[src/rtl/ysyx_25020042_muldiv.sv]
// Iterative RISC-V M-extension multiply/divide unit: one shift-add or restoring
// shift-subtract step per clock, with valid/ready handshakes and a flush input.
module ysyx_25020042_muldiv #(
  parameter int WIDTH = 32
) (
  input  logic             clk,
  input  logic             rst_n,
  input  logic             in_valid,
  output logic             in_ready,
  input  logic [2:0]       op,
  input  logic [WIDTH-1:0] src1,
  input  logic [WIDTH-1:0] src2,
  input  logic             flush,
  output logic             out_valid,
  input  logic             out_ready,
  output logic [WIDTH-1:0] out,
  output logic             busy
);

  localparam int CW = $clog2(WIDTH) + 1;
  localparam logic [CW-1:0]      CNT_ONE  = CW'(1);
  localparam logic [CW-1:0]      CNT_LAST = CW'(WIDTH - 1);
  localparam logic [WIDTH-1:0]   ZERO_W   = '0;
  localparam logic [WIDTH-1:0]   ONES_W   = '1;
  localparam logic [WIDTH-1:0]   MIN_W    = {1'b1, {(WIDTH-1){1'b0}}};
  localparam logic [2*WIDTH-1:0] ZERO_2W  = '0;

  typedef enum logic [1:0] {
    IDLE,
    BUSY,
    DONE
  } state_e;

  state_e             state_q, state_d;
  logic [CW-1:0]      cnt_q, cnt_d;
  logic [2*WIDTH-1:0] prod_q, prod_d;
  logic [WIDTH-1:0]   mcand_q, mcand_d;
  logic [2:0]         op_q, op_d;
  logic               neg_q, neg_d;
  logic [WIDTH-1:0]   out_q, out_d;

  logic               s1Signed, s2Signed, s1Neg, s2Neg;
  logic               divZero, divOvf, special, negAcc;
  logic [WIDTH-1:0]   mag1, mag2, specRes, remVal, finRes;
  logic [WIDTH:0]     addSum, trial;
  logic [2*WIDTH-1:0] mulNext, divNext, stepNext, finVal;

  // Operand signedness follows funct3; the datapath only ever sees magnitudes.
  assign s1Signed = (op == 3'b001) || (op == 3'b010) || (op == 3'b100) || (op == 3'b110);
  assign s2Signed = (op == 3'b001) || (op == 3'b100) || (op == 3'b110);
  assign s1Neg    = s1Signed & src1[WIDTH-1];
  assign s2Neg    = s2Signed & src2[WIDTH-1];
  assign mag1     = s1Neg ? (ZERO_W - src1) : src1;
  assign mag2     = s2Neg ? (ZERO_W - src2) : src2;
  assign negAcc   = (op[2] && op[1]) ? s1Neg : (s1Neg ^ s2Neg);

  assign divZero  = op[2] && (src2 == ZERO_W);
  assign divOvf   = op[2] && !op[0] && (src1 == MIN_W) && (src2 == ONES_W);
  assign special  = divZero || divOvf;
  assign specRes  = op[1] ? (divZero ? src1 : ZERO_W) : (divZero ? ONES_W : src1);

  // Multiply: add the multiplicand into the high half when the low bit is set, then shift right.
  assign addSum   = {1'b0, prod_q[2*WIDTH-1:WIDTH]} + {1'b0, (prod_q[0] ? mcand_q : ZERO_W)};
  assign mulNext  = {addSum, prod_q[WIDTH-1:1]};

  // Divide: high half is the partial remainder, low half shifts dividend bits out and quotient bits in.
  assign trial    = prod_q[2*WIDTH-1:WIDTH-1] - {1'b0, mcand_q};
  assign divNext  = trial[WIDTH] ? {prod_q[2*WIDTH-2:0], 1'b0}
                                 : {trial[WIDTH-1:0], prod_q[WIDTH-2:0], 1'b1};

  assign stepNext = op_q[2] ? divNext : mulNext;
  assign finVal   = neg_q ? (ZERO_2W - stepNext) : stepNext;
  assign remVal   = neg_q ? (ZERO_W - stepNext[2*WIDTH-1:WIDTH]) : stepNext[2*WIDTH-1:WIDTH];

  // Negating the full product gives the signed high half; its low half is also the negated quotient.
  always_comb begin
    finRes = finVal[WIDTH-1:0];
    case (op_q)
      3'b001, 3'b010, 3'b011: finRes = finVal[2*WIDTH-1:WIDTH];
      3'b110, 3'b111:         finRes = remVal;
      default:                finRes = finVal[WIDTH-1:0];
    endcase
  end

  always_comb begin
    state_d = state_q;
    cnt_d   = cnt_q;
    prod_d  = prod_q;
    mcand_d = mcand_q;
    op_d    = op_q;
    neg_d   = neg_q;
    out_d   = out_q;
    if (flush) begin
      state_d = IDLE;
    end else begin
      case (state_q)
        IDLE: begin
          if (in_valid) begin
            op_d    = op;
            mcand_d = mag2;
            neg_d   = negAcc;
            cnt_d   = '0;
            if (special) begin
              out_d   = specRes;
              state_d = DONE;
            end else begin
              prod_d  = {ZERO_W, mag1};
              state_d = BUSY;
            end
          end
        end
        BUSY: begin
          prod_d = stepNext;
          cnt_d  = cnt_q + CNT_ONE;
          if (cnt_q == CNT_LAST) begin
            out_d   = finRes;
            state_d = DONE;
          end
        end
        DONE: begin
          if (out_ready) state_d = IDLE;
        end
        default: state_d = IDLE;
      endcase
    end
  end

  always_ff @(posedge clk or negedge rst_n) begin
    if (!rst_n) begin
      state_q <= IDLE;
      cnt_q   <= '0;
      prod_q  <= '0;
      mcand_q <= '0;
      op_q    <= '0;
      neg_q   <= 1'b0;
      out_q   <= '0;
    end else begin
      state_q <= state_d;
      cnt_q   <= cnt_d;
      prod_q  <= prod_d;
      mcand_q <= mcand_d;
      op_q    <= op_d;
      neg_q   <= neg_d;
      out_q   <= out_d;
    end
  end

  assign in_ready  = (state_q == IDLE);
  assign busy      = (state_q != IDLE);
  assign out_valid = (state_q == DONE);
  assign out       = out_q;

endmodule

[config.mk]
export PLATFORM = sky130hd
export DESIGN_NAME = ysyx_25020042_muldiv
export DESIGN_NICKNAME = d
export VERILOG_FILES = /design/src/rtl/ysyx_25020042_muldiv.sv
export SDC_FILE = /design/constraint.sdc
export NUM_CORES = 1
export LEC_CHECK = 0
export ABC_AREA = 1
export ABC_CLOCK_PERIOD_IN_PS = 8000
export BUFFER_PORTS_ARGS = -buffer_cell sky130_fd_sc_hd__buf_2
export CAP_MARGIN = 20
export CELL_PAD_IN_SITES_DETAIL_PLACEMENT = 2
export CELL_PAD_IN_SITES_GLOBAL_PLACEMENT = 2
export CORE_ASPECT_RATIO = 0.8
export CORE_MARGIN = 2
export CORE_UTILIZATION = 36
export DETAILED_ROUTE_END_ITERATION = 10
export GPL_TIMING_DRIVEN = 1
export HOLD_SLACK_MARGIN = 0.05
export PLACE_DENSITY_LB_ADDON = 0.1
export SLEW_MARGIN = 40
export SYNTH_ARGS = -nofsm -noshare
export SYNTH_HDL_FRONTEND = slang
export SYNTH_SLANG_ARGS = --single-unit
[constraint.sdc]
create_clock -name clk -period 8 [get_ports clk]
set_clock_uncertainty 0.2 [all_clocks]
set_input_delay 1.6 -clock clk [delete_from_list [all_inputs] [get_ports clk]]
set_output_delay 1.6 -clock clk [all_outputs]
set_load 0.02 [all_outputs]
## After elaboration in Yosys (flattened, before gate mapping)

Index checks and enable logic that the tools add are counted.

| word-level totals | value |
|---|---|
| flip-flop bits (word level) | 140 |
| output and inout port bits | 35 |
| word-level logic and storage cells | 89 |

| operators by class | value |
|---|---|
| add/sub/neg operators | 7 |
| equality and inequality tests | 21 |
| mux-type cells | 27 |
| bitwise logic cells | 4 |
| reduce and logical (&&, ||, !) cells | 23 |

Operators by type and width:

| kind | count |
|---|---|
| two-way mux 32 bit | 10 |
| two-way mux 64 bit | 5 |
| case mux 32 bit (2 select lines) | 2 |
| case mux 64 bit (2 select lines) | 1 |
| subtractor 1 x 32 -> 32 bit (first input constant) | 3 |
| equality test 32 bit (second input constant) | 2 |
| subtractor 1 x 64 -> 64 bit (first input constant) | 1 |
| adder 32 x 32 -> 33 bit | 1 |
| subtractor 33 x 32 -> 33 bit | 1 |
| logical NOT 32 bit | 1 |
| equality test 3 bit (second input constant) | 4 |
| case mux 6 bit (2 select lines) | 1 |
| two-way mux 2 bit | 5 |
| equality test 3 x 2 -> 1 bit (second input constant) | 3 |
| AND reduction 3 bit | 3 |
| adder 6 x 1 -> 6 bit (second input constant) | 1 |
| equality test 3 x 1 -> 1 bit (second input constant) | 2 |
| equality test 6 x 5 -> 1 bit (second input constant) | 1 |
| logical OR 1 bit | 6 |
| two-way mux 6 bit | 1 |
| != test 2 bit (second input constant) | 3 |
| != test 3 x 2 -> 1 bit (second input constant) | 2 |
| case mux 2 bit (3 select lines) | 1 |
| logical AND 1 bit | 5 |
| 15 further kinds | 17 |

## Logic depth before layout (Yosys ltp)

Gate-level depths: netlist of run 1.

| depth | value |
|---|---|
| depth after elaboration | 9 |
| mapped depth | 40 |
| gate-level depth less buffers | 39 |

## Worst setup path after synthesis of run 1

No wires, ideal clock.

| path | value |
|---|---|
| path kind | reg2reg |
| start point | register prod_q[31] |
| end point | register out_q[8], in the netlist out[8] |
| arrival | 3.923 ns |
| data required time | 7.683 ns |
| setup slack | 3.761 ns |
| stages on the path, launching flop included | 38 |
| buffers on the path | 1 |
| cells stage by stage | dfrtp_1 inv_1 ha_1 inv_1 fa_1 nand2_1 nand2_1 nand3_1 nand2_1 nand2_1 nand2_1 nand2_2 nand2_2 nand2_2 nand2_2 buf_6 nand2_4 nand2_4 (+2 left out) nand3_1 nor2_2 nand3_1 nor2_2 nand2_1 nor2_1 nand2_1 nor2_1 nand2_1 nor2_1 nand2_1 nand2_1 nand2_1 xor2_1 nand2_1 o2111ai_1 nand2_1 nand2_1 |

| on the way | value |
|---|---|
| word-level cells in the longest chain between the ends | 8 |
| elaborated cells between the ends (all ways) | 10 |
| classes of those cells | add/sub: 3; mux: 7 |

Ends and longest elaborated chain:

| what | line | source |
|---|---|---|
| from (decl) | 36 | `logic [2*WIDTH-1:0] prod_q, prod_d;` |
| from (signal assigned) | 140 | `prod_q <= prod_d;` |
| subtractor 33 x 32 -> 33 bit | 67 | `assign trial = prod_q[2*WIDTH-1:WIDTH-1] - {1'b0, mcand_q};` |
| two-way mux 64 bit | 68 | `assign divNext = trial[WIDTH] ? {prod_q[2*WIDTH-2:0], 1'b0}` |
| two-way mux 64 bit (*) | 71 | `assign stepNext = op_q[2] ? divNext : mulNext;` |
| subtractor 1 x 64 -> 64 bit / subtractor 1 x 32 -> 32 bit (equally long branches) | 72, 73 |  |
| two-way mux 64 bit / two-way mux 32 bit (equally long branches) | 72, 73 |  |
| case mux 32 bit (2 select lines) (*) | 78 | `case (op_q)` |
| two-way mux 32 bit (*) | 115 | `if (cnt_q == CNT_LAST) begin` |
| case mux 32 bit (2 select lines) (*) | 96 | `case (state_q)` |
| to (signal assigned) | 144 | `out_q <= out_d;` |
| to (decl) | 40 | `logic [WIDTH-1:0] out_q, out_d;` |

Every way passes the cells marked *; elsewhere a longest branch is shown, timed or not. The select of a mux whose other input is x is not followed.
A chain may end at the register's enable or synchronous reset.

## Worst setup path in the final report of run 1

| path | value |
|---|---|
| start point | register prod_q[31] |
| end point | register out_q[0], in the netlist out[0] |

Same word-level chain as after synthesis.

==> results of run 1 <==
Yosys cell counts, types with 5 or more instances:
cell / count / area share
nand2_1: 825 / 0.19
inv_1: 373 / 0.084
nor2_1: 271 / 0.061
o21ai_0: 258 / 0.077
nand3_1: 222 / 0.067
a21oi_1: 149 / 0.045
dfrtp_1: 140 / 0.21
clkbuf_1: 72 / 0.016
ha_1: 70 / 0.052
xor2_1: 59 / 0.031
nor3_1: 43 / 0.013
nand4_1: 40 / 0.015
nand2_2: 39 / 0.015
a31oi_1: 30 / 0.011
o22ai_1: 28 / 0.010
xnor2_1: 24 / 0.013
o211ai_1: 19 / 0.0085
buf_2: 17 / 0.0051
nand3b_1: 17 / 0.0076
nor4_1: 13 / 0.0049
o21ai_1: 13 / 0.0039
nor2_2: 12 / 0.0045
inv_2: 10 / 0.0022
o21a_1: 10 / 0.0045
nand3_2: 8 / 0.0048
nor2_4: 8 / 0.0054
a21o_1: 6 / 0.0027
buf_1: 6 / 0.0013
o21bai_1: 6 / 0.0027
nand2_4: 5 / 0.0034
o21ai_2: 5 / 0.0026
or2_2: 5 / 0.0019
worst min-delay path, delay by kind of cell, from the launching register on:
family	cells	cell delay [ns]
flops	1	0.34
simple gates	2	0.10
kinds of logic after synthesis:
group                      after synthesis  synth area share
buffers and inverters                  488             0.115
xor gates and xnor gates                83            0.0436
AOI/OAI and AO/OA                      545             0.181
DFF                                    140             0.210
and+or+nand+nor                       1522             0.395
adders and majority gates               74            0.0561
cell usage in the layout (no fill, tap or decap), drive strengths merged, types with 30 or more instances in the layout:
cell type  instances
nand4             40
ha                70
nor3              47
nand3            230
dfrtp            140
inv              384
buf              131
a31oi             30
nand2            869
o21ai            278
nor2             291
a21oi            153
xor2              59
flip-flops by register name (all words and copies together) (netlist names):
register  count
cnt_q         6
mcand_q      32
neg_q         1
op_q          3
out          32
prod_q       64
state_q       2
routing by layer:
metal | vias to the layer above | wire length, um | global-route usage
met2 | 771 | 36300 | 0.528
met1 | 10600 | 44700 | 0.586
li1 | 9372 | - | -
met4 | 4 | 1640 | 0.0822
met5 | - | 26 | 0
met3 | 93 | 8540 | 0.0779
stage by stage:
| stage | util | area (um^2) | cells |
|---|---|---|---|
| 2_1_floorplan | - | 16700 | 2852 |
| 3_3_place_gp | 0.388 | 17700 | 3492 |
| 3_5_place_dp | 0.388 | 17700 | 3493 |
| 4_1_cts | 0.400 | 18300 | 3525 |
| 5_1_grt | 0.400 | 18300 | 3525 |
| 6_report | 0.400 | 18300 | 3525 |
worst max path at each step:
| stage | start | end | slack (ns) |
|---|---|---|---|
| 6_report | prod_q[31] | out[0] | 1.77 |
| 5_1_grt | prod_q[31] | out[0] | 1.27 |
| 4_1_cts | prod_q[31] | out[0] | 1.84 |
| 3_5_place_dp | prod_q[31] | out[0] | 1.84 |
| 3_3_place_gp | prod_q[31] | out[0] | 2.16 |
| 2_1_floorplan | prod_q[31] | out[8] | 3.76 |
layout make-up:
cell class,instances,area share
inverters,386,0.0793
repair buffers,131,0.0407
flip-flops and latches,140,0.192
well taps,612,0.0419
clock inverters,13,0.00520
clock buffers,19,0.0237
multi-input cells,2224,0.617
==> impl_results.md, run 1 <==
- FF+latch area: around 3500 um^2
- Post-synthesis net count: 2996
- CTS tree: built
- Root Buffer: clkbuf_16
- Avg Cell Area, Syn: 5.85 um^2
- PortBufs: 106
- Maximum clock rate: between 0.15 and 0.2 GHz
- Place WS: 1.84 ns
- Gr ovfl total: 0
- Dominant synthesized flop cell: dfrtp_1
- Top Ports: 107
- Area delta synth->final: 9.51%
- Clk buf depth: 2
- Synth unique cells: 59
- Routed length per placed instance: 25.9 um
- Worst Path Arrival: 6.34 ns
- Final WL: 91100 um
- Synth Cell Area: 16700 um^2
- Crit path top cell by count: nand2_1
- Crit end category: flip-flop
- DPL Wire Length: about 75000 um
- Antenna violations before repair: 5
- Number of hold buffers added after cts: 0
- DR iter-0 viols: 1902
- Num rows: 70
- Worst Hold Class: flip-flop to flip-flop
- RSZ-0062 raised after global routing: false
- R2r setup slk: 1.77 ns
- Initial Util: 0.365
- Fin Hold WS: roughly 0.28 ns
- Fin Setup TNS: 0 ns
- Multi-input logic area: 11300 um^2
- Fin. Hold Viols: 0
- Vias in the first global route: 21500
- First-pass detailed-route iteration total: 5
- Reg2Reg Depth: 35
- Seq/Total Area, Yosys: 0.210
- Share of cells above drive strength 1: 0.0937
- Synth Register Bits: 140
- Filler Cell Count: between 6000 and 7000
- DIE HEIGHT: 197 um
- Clk_lat worst skew: around 0.47 ns
- Core area: 45700 um^2
- Levels on crit path: 35
- RR Startpoint: prod_q[31]
- Diode count: 0
- TritonCTS Buffers: 17
- Clock slew at reported path FFs: 0.08 ns
- Async S/R FF share, synth: 1.00
- ANT nets after route: 0
- # DRC: 0
- Yosys warning count: 0
- Sink Count: 140
- Vias: 20800
- Minimum clock period: 6.23 ns
- Worst R2R End: out[0]
- Die Area: ~48000 um^2
- Hold path endpoint: out[31]
- Cells after Synth: 2852
- Post-CTS Setup Bufs: 0
- First-pass GRT wire length: between 100000 and 150000 um
- Slowest-stage cell, CP: dfrtp_1
- Largest stage delay on the critical path: 0.43 ns
- WS Path Type: flip-flop to flip-flop
- Least-Margin Pin Slew: 0.964 ns
- Worst Hold Path Cells: 2
- Final worst slack: 1.77 ns
- Critical Path RT: 8.11 ns
- Fin. max-slew vios: 0
- Die X: roughly 240 um
- H-tree levels: 4
- Vias/cell: around 5.9
- CP max FO: 29
- Crit share post-route: 0.778
- Status: finished, final reports clean
- Max transition margin: 0.350
- Cell family with most CP delay: simple AND/OR/NAND/NOR gates
- Post-cts resize count: 0
- Gr usage total: 0.378
- Startpoint Class: flip-flop
- Nets@finish: ~3000
- CP bufs+invs: 3
- Hold Crit Start: out[31]
- EDFF count, synth: 0
- Setup violations, final: 0
- Maxcap violations: 0
- GP Congestion: 1.02
- Largest net degree at the start of global routing: 73
Power of run 1 is not shown: default switching activity piles up to over one toggle a cycle in this logic, so the estimate is an artifact.
==> inputs of run 2 (changes only) <==
--- a/config.mk
+++ b/config.mk
@@ -6,14 +6,14 @@
 export NUM_CORES = 1
 export LEC_CHECK = 0
 export ABC_AREA = 1
-export ABC_CLOCK_PERIOD_IN_PS = 8000
+export ABC_CLOCK_PERIOD_IN_PS = 6080
 export BUFFER_PORTS_ARGS = -buffer_cell sky130_fd_sc_hd__buf_2
 export CAP_MARGIN = 20
 export CELL_PAD_IN_SITES_DETAIL_PLACEMENT = 2
 export CELL_PAD_IN_SITES_GLOBAL_PLACEMENT = 2
 export CORE_ASPECT_RATIO = 0.8
 export CORE_MARGIN = 2
-export CORE_UTILIZATION = 36
+export CORE_UTILIZATION = 33
 export DETAILED_ROUTE_END_ITERATION = 10
 export GPL_TIMING_DRIVEN = 1
 export HOLD_SLACK_MARGIN = 0.05
==> constraint.sdc (replaced) <==
create_clock -name clk -period 6.08 [get_ports clk]
set_clock_uncertainty 0.2 [all_clocks]
set_input_delay 1.216 -clock clk [delete_from_list [all_inputs] [get_ports clk]]
set_output_delay 1.216 -clock clk [all_outputs]
set_load 0.02 [all_outputs]
==> run 2 against run 1 <==
Compared with the run above:
- sequential cell count stayed put
- core utilization is 2.7 points lower
- wire length rose by 4.8%
- die area grew 8.9%
- critical path depth shrank 8
- first-iteration DRC count grew 1.7%
- sequential share of layout area shrank 0.28 points
- fmax increased by 10%
- cell area up 1.5%
- via count decreased by 0.67%
- non-clock buffer count up 19
- largest cell class unchanged
==> impl_results.md, run 2 (same netlist as run 1, synthesis figures left out) <==
- Maxcap violations: 0 (unchanged)
- Crit path top cell by count: nand2_1
- Post-cts resize count: 0 (unchanged)
- FF+latch area: 3510 um^2 (unchanged)
- Largest net degree at the start of global routing: 81 (+11%)
- Sink Count: 140 (unchanged)
- Routed length per placed instance: 26.4 um (+2.3%)
- Top Ports: 107 (unchanged)
- CP bufs+invs: 4 (+1)
- Filler Cell Count: 6383 (+6.4%)
- Gr ovfl total: 0 (unchanged)
- First-pass detailed-route iteration total: 6 (+1)
- Core area: 49800 um^2 (+8.9%)
- H-tree levels: 4 (unchanged)
- ANT nets after route: 0 (unchanged)
- Root Buffer: clkbuf_16
- Number of hold buffers added after cts: 0 (unchanged)
- Vias/cell: 5.72 (-3.0%)
- DR iter-0 viols: 1934 (+1.7%)
- R2r setup slk: 0.42 ns (-1.35 ns)
- Fin Setup TNS: 0 ns (unchanged)
- Levels on crit path: 27 (-23%)
- Nets@finish: 3063 (+0.62%)
- TritonCTS Buffers: 17 (unchanged)
- Clk_lat worst skew: 0.50 ns (+0.03 ns)
- PortBufs: 106 (unchanged)
- Num rows: 73 (+4.3%)
- Startpoint Class: flip-flop
- Die X: 255 um (+4.4%)
- Vias: 20700 (-0.67%)
- Least-Margin Pin Slew: 0.919 ns (-0.0453 ns)
- Vias in the first global route: 21100 (-1.7%)
- CTS tree: built
- Cell family with most CP delay: simple AND/OR/NAND/NOR gates
- Leading cell type in the layout, fill and taps excluded: nand2_1
- Post-CTS Setup Bufs: 0 (unchanged)
- Die Area: 52400 um^2 (+8.9%)
- GP Congestion: 1.00 (-1.7%)
- Gr usage total: 0.362 (-0.0164)
- Placed insts: 3575 (+2.3%)
- Largest stage delay on the critical path: 0.48 ns (+0.05 ns)
- DIE HEIGHT: 205 um (+4.4%)
- Status: finished, final reports clean
- First-pass GRT wire length: 140000 um (+2.0%)
- RSZ-0062 raised after global routing: false
- Clock slew at reported path FFs: 0.07 ns (about the same)
- Clk buf depth: 2 (unchanged)
- Worst Path Arrival: 5.84 ns (-0.50 ns)
- Worst R2R End: out[18]
- Area delta synth->final: 11.1%
- Critical Path RT: 6.27 ns (-1.84 ns)
- Slowest-stage cell, CP: dfrtp_1
- Share of cells above drive strength 1: 0.0996 (+0.00587)
- CP max FO: 28 (-3.4%)
- # DRC: 0 (unchanged)
- Setup violations, final: 0 (unchanged)
- Max reg flops: 64 (unchanged)
- DPL Wire Length: 77900 um (+4.5%)
- RR Startpoint: mcand_q[0]
- Minimum clock period: 5.66 ns (-0.569 ns)
- Crit end category: flip-flop
- Maximum clock rate: 0.177 GHz (+10%)
- Max transition margin: 0.381 (+0.0305)
- Crit path from: mcand_q[0]
- Fin cells: 3611 (+2.4%)
- WS Path Type: flip-flop to flip-flop
- Antenna violations before repair: 5 (unchanged)
- Worst Hold Class: flip-flop to flip-flop
- Biggest register: prod_q
- Multi-input logic area: 11300 um^2 (about the same)
- Final WL: 95500 um (+4.8%)
- Initial Util: 0.335 (-0.0298)
- Reg2Reg Depth: 27 (-23%)
- Fin. max-slew vios: 0 (unchanged)
- Fin. Hold Viols: 0 (unchanged)
- Crit share post-route: 0.930 (+0.152)
- Commonest non-fill, non-tap cells in the layout: nand2_1, inv_1, nor2_1
- End point of the critical path: out[18]
==> run 2: per-stage QoR <==
stage | hold WS, ns | utilization | worst slack (ns) | instance area, um^2
after floorplan | 0.248 | - | 1.84 | 16700
after global placement | 0.261 | 0.361 | 0.543 | 17900
after detailed placement | 0.260 | 0.361 | 0.444 | 18000
after CTS | 0.280 | 0.372 | 0.424 | 18500
after global routing | 0.299 | 0.372 | 0.0596 | 18500
final | 0.278 | 0.373 | 0.423 | 18500
==> run 2: worst register-to-register path: cells and delay by family, from the launching register on <==
family	cells	cell delay (ns)
adder cells (fa/ha/maj)	3	0.97
AND/OR/NAND/NOR	17	2.34
AO/OA/AOI/OAI	3	0.73
buffers and inverters	4	0.83
flip-flops	1	0.48
==> run 2: area by class of cell <==
type,count,share of cell area
multi-input combinational,2224,0.609
timing repair buffer,150,0.0474
tap,675,0.0455
clock inverter,11,0.00614
sequential,140,0.189
inverter,386,0.0783
antenna,4,0.000540
clock buffer,21,0.0243
==> run 2: how the worst min path moves through the flow <==
stage | start | endpoint | cells past startpoint
6_report | out[17] | out[17] | 2
5_1_grt | out[17] | out[17] | 2
4_1_cts | out[17] | out[17] | 2
3_5_place_dp | out[17] | out[17] | 2
3_3_place_gp | out[17] | out[17] | 2
2_1_floorplan | op_q[0] | op_q[0] | 2
==> run 2: metal layers <==
metal	global-route usage	part of all wire	vias up
met2	0.498	0.39	692
met3	0.111	0.11	85
met4	0.0746	0.017	0
met1	0.544	0.49	10500
li1	-	-	9402
met5	0	0	-
Power of run 2 is left out for the same reason.
